### src/rtl/mag_comp_pkg.sv
// Shared types for the pipelined magnitude comparator: compare-result struct
// and the bit positions of its flags.
package mag_comp_pkg;

    localparam int CMP_LT_BIT = 2;
    localparam int CMP_EQ_BIT = 1;
    localparam int CMP_GT_BIT = 0;

    typedef struct packed {
        logic lt;
        logic eq;
        logic gt;
    } cmp_res_t;

endpackage

### src/rtl/mag_cmp_core.sv
// Combinational signed/unsigned magnitude compare of a against b, producing
// the extended difference and the resolved lt/eq/gt flags.
module mag_cmp_core
    import mag_comp_pkg::*;
#(
    parameter int WIDTH = 8
) (
    input  logic [WIDTH-1:0] a,
    input  logic [WIDTH-1:0] b,
    input  logic             is_signed,
    output logic [WIDTH:0]   diff,
    output cmp_res_t         res
);

    logic [WIDTH:0] a_ext;
    logic [WIDTH:0] b_ext;

    // One extra bit keeps the difference exact for both signed and unsigned
    // operands, so its top bit is the borrow/sign of a-b.
    always_comb begin
        a_ext  = {is_signed & a[WIDTH-1], a};
        b_ext  = {is_signed & b[WIDTH-1], b};
        diff   = a_ext - b_ext;
        res.lt = diff[WIDTH];
        res.eq = (diff == {(WIDTH+1){1'b0}});
        res.gt = ~res.lt & ~res.eq;
    end

endmodule

### src/rtl/mag_comp_pipe.sv
// Two-stage valid/ready magnitude comparator with running max/min/count
// statistics over the delivered A operands.
module mag_comp_pipe
    import mag_comp_pkg::*;
#(
    parameter int WIDTH = 8,
    parameter int CNT_W = 16
) (
    input  logic             clk,
    input  logic             reset,
    input  logic             in_valid,
    output logic             in_ready,
    input  logic [WIDTH-1:0] in_a,
    input  logic [WIDTH-1:0] in_b,
    input  logic             in_signed,
    output logic             out_valid,
    input  logic             out_ready,
    output logic             out_lt,
    output logic             out_eq,
    output logic             out_gt,
    output logic             out_gte,
    output logic [WIDTH-1:0] out_a,
    input  logic             clr_stats,
    output logic             stat_valid,
    output logic [WIDTH-1:0] stat_max,
    output logic [WIDTH-1:0] stat_min,
    output logic [CNT_W-1:0] stat_count
);

    logic             adv1;
    logic             adv2;
    logic             out_xfer;

    logic             s1_valid;
    logic [WIDTH:0]   s1_diff;
    logic [WIDTH-1:0] s1_a;
    logic             s1_signed;

    logic             s2_valid;
    cmp_res_t         s2_res;
    logic             s2_gte;
    logic [WIDTH-1:0] s2_a;
    logic             s2_signed;

    logic [WIDTH:0]   in_diff;
    cmp_res_t         in_res;
    cmp_res_t         nxt_res;
    logic [WIDTH:0]   max_diff;
    cmp_res_t         max_res;
    logic [WIDTH:0]   min_diff;
    cmp_res_t         min_res;
    logic             unused_bits;

    mag_cmp_core #(.WIDTH(WIDTH)) u_cmp_in (
        .a         (in_a),
        .b         (in_b),
        .is_signed (in_signed),
        .diff      (in_diff),
        .res       (in_res)
    );

    mag_cmp_core #(.WIDTH(WIDTH)) u_cmp_max (
        .a         (s2_a),
        .b         (stat_max),
        .is_signed (s2_signed),
        .diff      (max_diff),
        .res       (max_res)
    );

    mag_cmp_core #(.WIDTH(WIDTH)) u_cmp_min (
        .a         (s2_a),
        .b         (stat_min),
        .is_signed (s2_signed),
        .diff      (min_diff),
        .res       (min_res)
    );

    // Stage 1 only needs the difference; its flags are re-derived from the registered diff.
    assign unused_bits = ^{in_res, max_diff, min_diff, max_res.lt, max_res.eq,
                           min_res.eq, min_res.gt};

    assign adv2     = ~s2_valid | out_ready;
    assign adv1     = ~s1_valid | adv2;
    assign in_ready = adv1;
    assign out_xfer = s2_valid & out_ready;

    assign out_valid = s2_valid;
    assign out_lt    = s2_res.lt;
    assign out_eq    = s2_res.eq;
    assign out_gt    = s2_res.gt;
    assign out_gte   = s2_gte;
    assign out_a     = s2_a;

    // Resolve the stage-2 flags from the registered difference.
    always_comb begin
        nxt_res.lt = s1_diff[WIDTH];
        nxt_res.eq = (s1_diff == {(WIDTH+1){1'b0}});
        nxt_res.gt = ~nxt_res.lt & ~nxt_res.eq;
    end

    // Stage 1 register: difference, operand A and mode.
    always_ff @(posedge clk) begin
        if (reset) begin
            s1_valid  <= 1'b0;
            s1_diff   <= {(WIDTH+1){1'b0}};
            s1_a      <= {WIDTH{1'b0}};
            s1_signed <= 1'b0;
        end else if (adv1) begin
            s1_valid <= in_valid;
            if (in_valid) begin
                s1_diff   <= in_diff;
                s1_a      <= in_a;
                s1_signed <= in_signed;
            end
        end
    end

    // Stage 2 register: presented result, held while the consumer stalls.
    always_ff @(posedge clk) begin
        if (reset) begin
            s2_valid  <= 1'b0;
            s2_res    <= 3'b000;
            s2_gte    <= 1'b0;
            s2_a      <= {WIDTH{1'b0}};
            s2_signed <= 1'b0;
        end else if (adv2) begin
            s2_valid <= s1_valid;
            if (s1_valid) begin
                s2_res    <= nxt_res;
                s2_gte    <= ~nxt_res.lt;
                s2_a      <= s1_a;
                s2_signed <= s1_signed;
            end
        end
    end

    // Statistics: a clear wins over a concurrent transfer, which then reseeds.
    always_ff @(posedge clk) begin
        if (reset) begin
            stat_valid <= 1'b0;
            stat_max   <= {WIDTH{1'b0}};
            stat_min   <= {WIDTH{1'b0}};
            stat_count <= {CNT_W{1'b0}};
        end else if (out_xfer && (clr_stats || !stat_valid)) begin
            stat_valid <= 1'b1;
            stat_max   <= s2_a;
            stat_min   <= s2_a;
            stat_count <= {{(CNT_W-1){1'b0}}, 1'b1};
        end else if (clr_stats) begin
            stat_valid <= 1'b0;
            stat_max   <= {WIDTH{1'b0}};
            stat_min   <= {WIDTH{1'b0}};
            stat_count <= {CNT_W{1'b0}};
        end else if (out_xfer) begin
            if (max_res.gt) begin
                stat_max <= s2_a;
            end
            if (min_res.lt) begin
                stat_min <= s2_a;
            end
            if (stat_count != {CNT_W{1'b1}}) begin
                stat_count <= stat_count + {{(CNT_W-1){1'b0}}, 1'b1};
            end
        end
    end

endmodule

### config.mk
export PLATFORM = sky130hd
export DESIGN_NAME = mag_comp_pipe
export DESIGN_NICKNAME = d
export VERILOG_FILES = /design/src/rtl/mag_comp_pkg.sv /design/src/rtl/mag_cmp_core.sv /design/src/rtl/mag_comp_pipe.sv
export SDC_FILE = /design/constraint.sdc
export NUM_CORES = 1
export LEC_CHECK = 0
export ABC_AREA = 1
export CORE_MARGIN = 1.5
export CORE_UTILIZATION = 58
export CTS_CLUSTER_DIAMETER = 80
export DETAILED_ROUTE_END_ITERATION = 7
export DONT_BUFFER_PORTS = 1
export GPL_TIMING_DRIVEN = 0
export PLACE_DENSITY_LB_ADDON = 0.15
export RECOVER_POWER = 100
export SKIP_CTS_REPAIR_TIMING = 1
export SYNTH_ARGS = -nofsm -noshare
export SYNTH_HDL_FRONTEND = slang
export SYNTH_SLANG_ARGS = --single-unit
### constraint.sdc
create_clock -name clk -period 6.5 [get_ports clk]
set_clock_uncertainty 0.15 [all_clocks]
set_input_delay 0.975 -clock clk [delete_from_list [all_inputs] [get_ports clk]]
set_output_delay 0.975 -clock clk [all_outputs]
set_load 0.01 [all_outputs]
# Word-level counts from Yosys, hierarchy flattened
# Cells that the tools add are included.
# word_totals
output_inout_bits	47
in_bits	22
ff_bits	66
# classes
n_reduce_logical	17
n_eq_ne	1
mux	14
add_sub_neg	4
bitwise_logic	16
# op_table
operator	n
two-way mux 8 bit	8
subtractor 9 bit	3
zero test 9 bit	2
adder 16 x 1 -> 16 bit (second input constant)	1
!= test 16 bit (second input constant)	1
AND reduction 2 bit	6
nonzero test 3 bit	4
AND 1 bit	8
two-way mux 1 bit	6
NOT 1 bit	6
OR reduction 3 bit	1
bitwise OR 1 bit	2
nonzero test 2 bit	1
logical AND 1 bit	1
zero test 1 bit	1
logical OR 1 bit	1

# Depth between registers and ports, before layout
# logic_depth
depth_word	9
mapped_depth	18

# Hierarchy
# A second synthesis with hierarchy kept.
# hier_totals
hier_cells	759
area_unflattened_um2	4768.3
# modules_own_cells
module	area_per_inst_um2	n_inst	cells_per_inst
mag_comp_pipe	2840.2	1	399
mag_cmp_core (u_cmp_in)	644.4	1	120
mag_cmp_core (u_cmp_min)	643.1	1	120
mag_cmp_core (u_cmp_max)	640.6	1	120

# Worst setup path after synthesis
# Ideal clock, no wire load.
# synth_timing
path_type	in2reg
start	input in_a[0]
end	register s1_diff[6]
required_time_ps	6235
arrival_time_ps	2429
setup_ps	115
path_stages	9
path_slack_ps	3806
n_path_buf	0
cell_sequence	inv_1 -> ha_1 -> fa_1 -> o21ai_0 -> a21oi_1 -> o21ai_0 -> xor2_1 -> o21ai_0 -> inv_1
# synth_via
elab_chain_len	1
# synth_lines
item	line	text
start, declared	mag_comp_pipe.sv:13	input logic [WIDTH-1:0] in_a,
subtractor 9 bit	mag_cmp_core.sv:23	diff = a_ext - b_ext;
end signal, assigned	mag_comp_pipe.sv:105	s1_diff <= {(WIDTH+1){1'b0}};
end signal, assigned	mag_comp_pipe.sv:111	s1_diff <= in_diff;
end, declared	mag_comp_pipe.sv:35	logic [WIDTH:0] s1_diff;
# Every way passes these cells.
# A chain may end at the register's enable or synchronous reset.

# Final worst setup path
# layout_timing
start	register s2_a[0], in the netlist out_a[0]
end	register stat_max[5]
# layout_via
elab_chain_len	6
word_cells_on_any_way	7
classes_between	add/sub: 1; bitwise: 3; reduce/logical: 3
# layout_lines
item	line	text
start, declared	mag_comp_pipe.sv:42	logic [WIDTH-1:0] s2_a;
start signal, assigned	mag_comp_pipe.sv:124	s2_a <= {WIDTH{1'b0}};
subtractor 9 bit (*)	mag_cmp_core.sv:23	
zero test 9 bit	mag_cmp_core.sv:25	res.eq = (diff == {(WIDTH+1){1'b0}});
NOT 1 bit	mag_cmp_core.sv:26	res.gt = ~res.lt & ~res.eq;
AND 1 bit (*)	mag_cmp_core.sv:26	
nonzero test 3 bit (no line) (*)	n/a	
AND reduction 2 bit (no line) (*)	n/a	
end signal, assigned	mag_comp_pipe.sv:141	stat_max <= {WIDTH{1'b0}};
end signal, assigned	mag_comp_pipe.sv:151	stat_max <= {WIDTH{1'b0}};
end, declared	mag_comp_pipe.sv:25	output logic [WIDTH-1:0] stat_max,
# Mark *: on every way between the ends. The rest lies on a longest branch, timed or not.

==> implementation parameters <==
Parameter                              Value

Outcome
  Run status    finished clean

Global route
  Pin count of the biggest net entering global routing    12
  Global routing usage summed across all routing layers    0.248
  Met1 Resource Use GR    0.286
  Met2 Track Usage GR    0.432
  Most Crowded Layer GR    met2
  Via count of the first global-routing pass    3220
  Met3 GRT Util    0.0722
  Number of antenna violations at the first check in global routing    0
  Wire length of the first global-routing pass    14100 um
  Gr ovfl total    0

Drt
  # DRC    0
  Average vias per placed instance    5.30
  Post-route antenna net violation count    0
  Via count    3477
  Drt first-iter violations    197
  Final routed wire length divided by cell count    12.8 um
  Number of iterations in the first detailed-routing pass    5
  Aggregate routed wire length    8360 um

Place
  Total cell area at the placement stage    3900 um^2
  Number of port buffers    0
  GPL Wtd Cong    0.890
  HPWL reported at the end of detailed placement    6510 um

Power and ir drop
  Worst supply voltage drop on vdd    0.000145 V
  Power density over the cells    250 nW/um^2
  Combinational fraction of design power    0.184
  Leakage power total    1.93 nW
  Relative contribution of the clock network to total power    0.366
  Net switching share of the total power    0.295
  Power consumption    1.02 mW
  Power spent charging and discharging nets    299 uW
  Int Power    716 uW
  Fraction of power consumed by sequential logic    0.450

Timing
  Portion of the clock cycle consumed by the worst path in the final layout    0.440
  Final Critical Period    2860 ps
  Number of hold-slack violations in the final timing report    0
  Peak Freq    0.350 GHz
  Transition time at the pin with the least slew margin    646 ps
  Slew Viols, Final    0
  Sum of negative setup slack    0 ps
  Relative max-transition margin    0.565
  Final count of negative-setup-slack endpoints    0
  Setup repair after global routing missed its margin    no
  Hold Slack    326 ps

Worst setup path
  Capturing point of the worst reg2reg path    stat_max[5]$_SDFFE_PP0P_
  Kind of critical path    reg2reg
  Critical Path Sink Type    register
  Worst-case reg-to-reg path depth    15
  Kind of launch point of the worst setup path    register
  Worst R2R Start    out_a[0]$_SDFFE_PP0P_
  Worst reg-to-reg setup slack    3640 ps
  Data arrival, critical path    2950 ps
  Required time worst endpoint    6590 ps
  Max FO, Critical Path    10

CTS
  Clock transition at the registers of the reported paths    70 ps
  Maximum buffer depth of the clock tree    2
  CTS tree    done
  TritonCTS Buffers    9
  Clock sink count    66
  Insertion delay of the later-clocked pin in the worst-skew pair    350 ps
  Buffer cell driving the clock tree root    sky130_fd_sc_hd__clkbuf_8
  Max H-tree Level    3

Flow run
  Max-cap violation count    0

Die
  Die Span X    84.0 um
  Standard cell core area    6350 um^2
  Area of the die    7060 um^2
  Vertical extent of the die    84.0 um
  Standard-cell row count    29
  Top-level port count    69
  Initial core utilization    0.599

Cells and area
  Fraction of the core area covered by cells at the end of the flow    0.641
  Commonest cells after routing, fill and taps aside    126 x sky130_fd_sc_hd__nand2_1, 88 x sky130_fd_sc_hd__nor2_1, 76 x sky130_fd_sc_hd__inv_1, 66 x sky130_fd_sc_hd__dfxtp_1, 51 x sky130_fd_sc_hd__a21oi_1
  Total area of multi-input combinational cells    2070 um^2
  Sequential cell area    1320 um^2
  Layout fillers    633
  Fraction of final layout cells with drive strength greater than 1    0.0415
  Area delta synth->final    6.91%
  Number of nets in the layout    622
  Diode insertion count for antenna repair    0
  Most common cell after layout, fill and taps aside    sky130_fd_sc_hd__nand2_1
  Final design area excluding fillers    4070 um^2

Yosys
  Cell count after synthesis    563
  Post-Synthesis Net Count    611
  Share of the yosys chip area belonging to registers    0.347
  Mapped Area    3800 um^2
  Flops & latches, synth    66
  Average size of a mapped cell    6.76 um^2
  Synth cell types    35
  Total of warnings raised by yosys    0

Worst hold path
  Cell depth of the worst hold path    2
  Worst Min Path Start    s1_a[5]$_SDFFE_PP0P_
  Endpoint of the worst hold-timing path    s1_a[5]$_SDFFE_PP0P_
  Worst Hold Class    reg2reg
[worst max-delay path, stage by stage (launching register included)]
cell                       delay, ps
sky130_fd_sc_hd__dfxtp_1         430
sky130_fd_sc_hd__inv_2            80
sky130_fd_sc_hd__ha_1            230
sky130_fd_sc_hd__fa_1            390
sky130_fd_sc_hd__inv_1            90
sky130_fd_sc_hd__nand2_1          70
sky130_fd_sc_hd__nand2_1         100
sky130_fd_sc_hd__nand3_1         100
sky130_fd_sc_hd__nand2_1         100
sky130_fd_sc_hd__xor2_1          140
sky130_fd_sc_hd__nand2_1          80
sky130_fd_sc_hd__nand2_1         180
sky130_fd_sc_hd__clkbuf_1        400
sky130_fd_sc_hd__nand3_2         100
sky130_fd_sc_hd__nand2_1          80
sky130_fd_sc_hd__nor2_1           30
[flip-flops by register name (all words and copies together) (netlist names)]
signal	flops
out_a	8
s1_signed	1
s2_signed	1
out_lt	1
out_gt	1
stat_max	8
s1_diff	9
stat_valid	1
out_gte	1
s1_valid	1
stat_min	8
out_valid	1
stat_count	16
s1_a	8
out_eq	1
[per-stage QoR]
stage,cells,setup WS (ps)
final,656,3640
after global placement,640,3590
after global routing,656,3350
after CTS,656,3860
after floorplan,563,3810
after detailed placement,640,3490
[kinds of logic (layout without fill, tap and decap cells)]
logic type / after synthesis / after routing / synth area share
buf+inv: 92 / 108 / 0.101
flops: 66 / 66 / 0.347
simple gates: 270 / 270 / 0.302
compound gates: 95 / 95 / 0.128
xor+xnor: 14 / 14 / 0.0322
fa+ha+maj: 26 / 26 / 0.0894
[how the worst max path moves through the flow]
stage	endpoint	cells past startpoint	slack [ps]	start
floorplan	s1_diff[6]$_SDFFE_PP0P_	9	3810	in_a[0]
global placement	s1_diff[6]$_SDFFE_PP0P_	9	3590	in_a[0]
detailed placement	s1_diff[6]$_SDFFE_PP0P_	9	3490	in_a[0]
CTS	s1_diff[6]$_SDFFE_PP0P_	9	3860	in_a[0]
global route	stat_max[0]$_SDFFE_PP0P_	13	3350	out_a[1]$_SDFFE_PP0P_
finish	stat_max[5]$_SDFFE_PP0P_	15	3640	out_a[0]$_SDFFE_PP0P_
[cell usage after synthesis]
cell type | number | share of area
sky130_fd_sc_hd__clkbuf_1 | 7 | 0.0069
sky130_fd_sc_hd__o21ai_0 | 37 | 0.049
sky130_fd_sc_hd__clkbuf_8 | 2 | 0.0072
sky130_fd_sc_hd__inv_1 | 75 | 0.074
sky130_fd_sc_hd__nor2_2 | 3 | 0.0049
sky130_fd_sc_hd__o22ai_1 | 1 | 0.0016
sky130_fd_sc_hd__buf_2 | 1 | 0.0013
sky130_fd_sc_hd__buf_6 | 2 | 0.0059
sky130_fd_sc_hd__a211oi_1 | 1 | 0.0020
sky130_fd_sc_hd__nor3_1 | 4 | 0.0053
sky130_fd_sc_hd__a21o_1 | 1 | 0.0020
sky130_fd_sc_hd__dfxtp_1 | 66 | 0.35
sky130_fd_sc_hd__ha_1 | 24 | 0.079
sky130_fd_sc_hd__o21a_1 | 1 | 0.0020
sky130_fd_sc_hd__or2_1 | 1 | 0.0016
sky130_fd_sc_hd__clkbuf_4 | 1 | 0.0020
sky130_fd_sc_hd__nand3_2 | 4 | 0.011
sky130_fd_sc_hd__xnor2_1 | 4 | 0.0092
sky130_fd_sc_hd__or2_2 | 1 | 0.0016
sky130_fd_sc_hd__xor2_1 | 10 | 0.023
sky130_fd_sc_hd__nor2_1 | 86 | 0.085
sky130_fd_sc_hd__buf_1 | 2 | 0.0020
sky130_fd_sc_hd__nand3_1 | 32 | 0.042
sky130_fd_sc_hd__nand2_4 | 1 | 0.0030
sky130_fd_sc_hd__and2_1 | 1 | 0.0016
sky130_fd_sc_hd__inv_2 | 2 | 0.0020
sky130_fd_sc_hd__fa_1 | 2 | 0.011
sky130_fd_sc_hd__o21ai_1 | 2 | 0.0026
sky130_fd_sc_hd__nor4_1 | 2 | 0.0033
sky130_fd_sc_hd__nand2_2 | 5 | 0.0082
sky130_fd_sc_hd__o211ai_1 | 1 | 0.0020
sky130_fd_sc_hd__nand2_1 | 121 | 0.12
sky130_fd_sc_hd__nand4_1 | 7 | 0.012
sky130_fd_sc_hd__a21oi_1 | 51 | 0.067
sky130_fd_sc_hd__nand3b_1 | 2 | 0.0039
[layer usage]
layer  up-vias  routed length, um
met1      1532               3610
li1       1825                  -
met5         -                  0
met3        15                504
met4         0                161
met2       105               4090
[layout make-up]
| cell class | count | area share |
|---|---|---|
| Buffer | 15 | 0.0197 |
| Clock buffer | 11 | 0.0323 |
| Clock inverter | 5 | 0.0194 |
| Inverter | 77 | 0.0711 |
| Multi-Input combinational cell | 405 | 0.509 |
| Sequential cell | 66 | 0.325 |
| Tap cell | 77 | 0.0237 |
[power groups by stage]
stage	Combinational [mW]	Sequential [mW]	Clock [mW]
after detailed placement	0.190	0.466	0
after global placement	0.182	0.465	0
after floorplan	0.156	0.458	0
after global routing	0.219	0.459	0.398
after CTS	0.191	0.456	0.378
final	0.187	0.457	0.372
(Power assumes the default switching activity.)
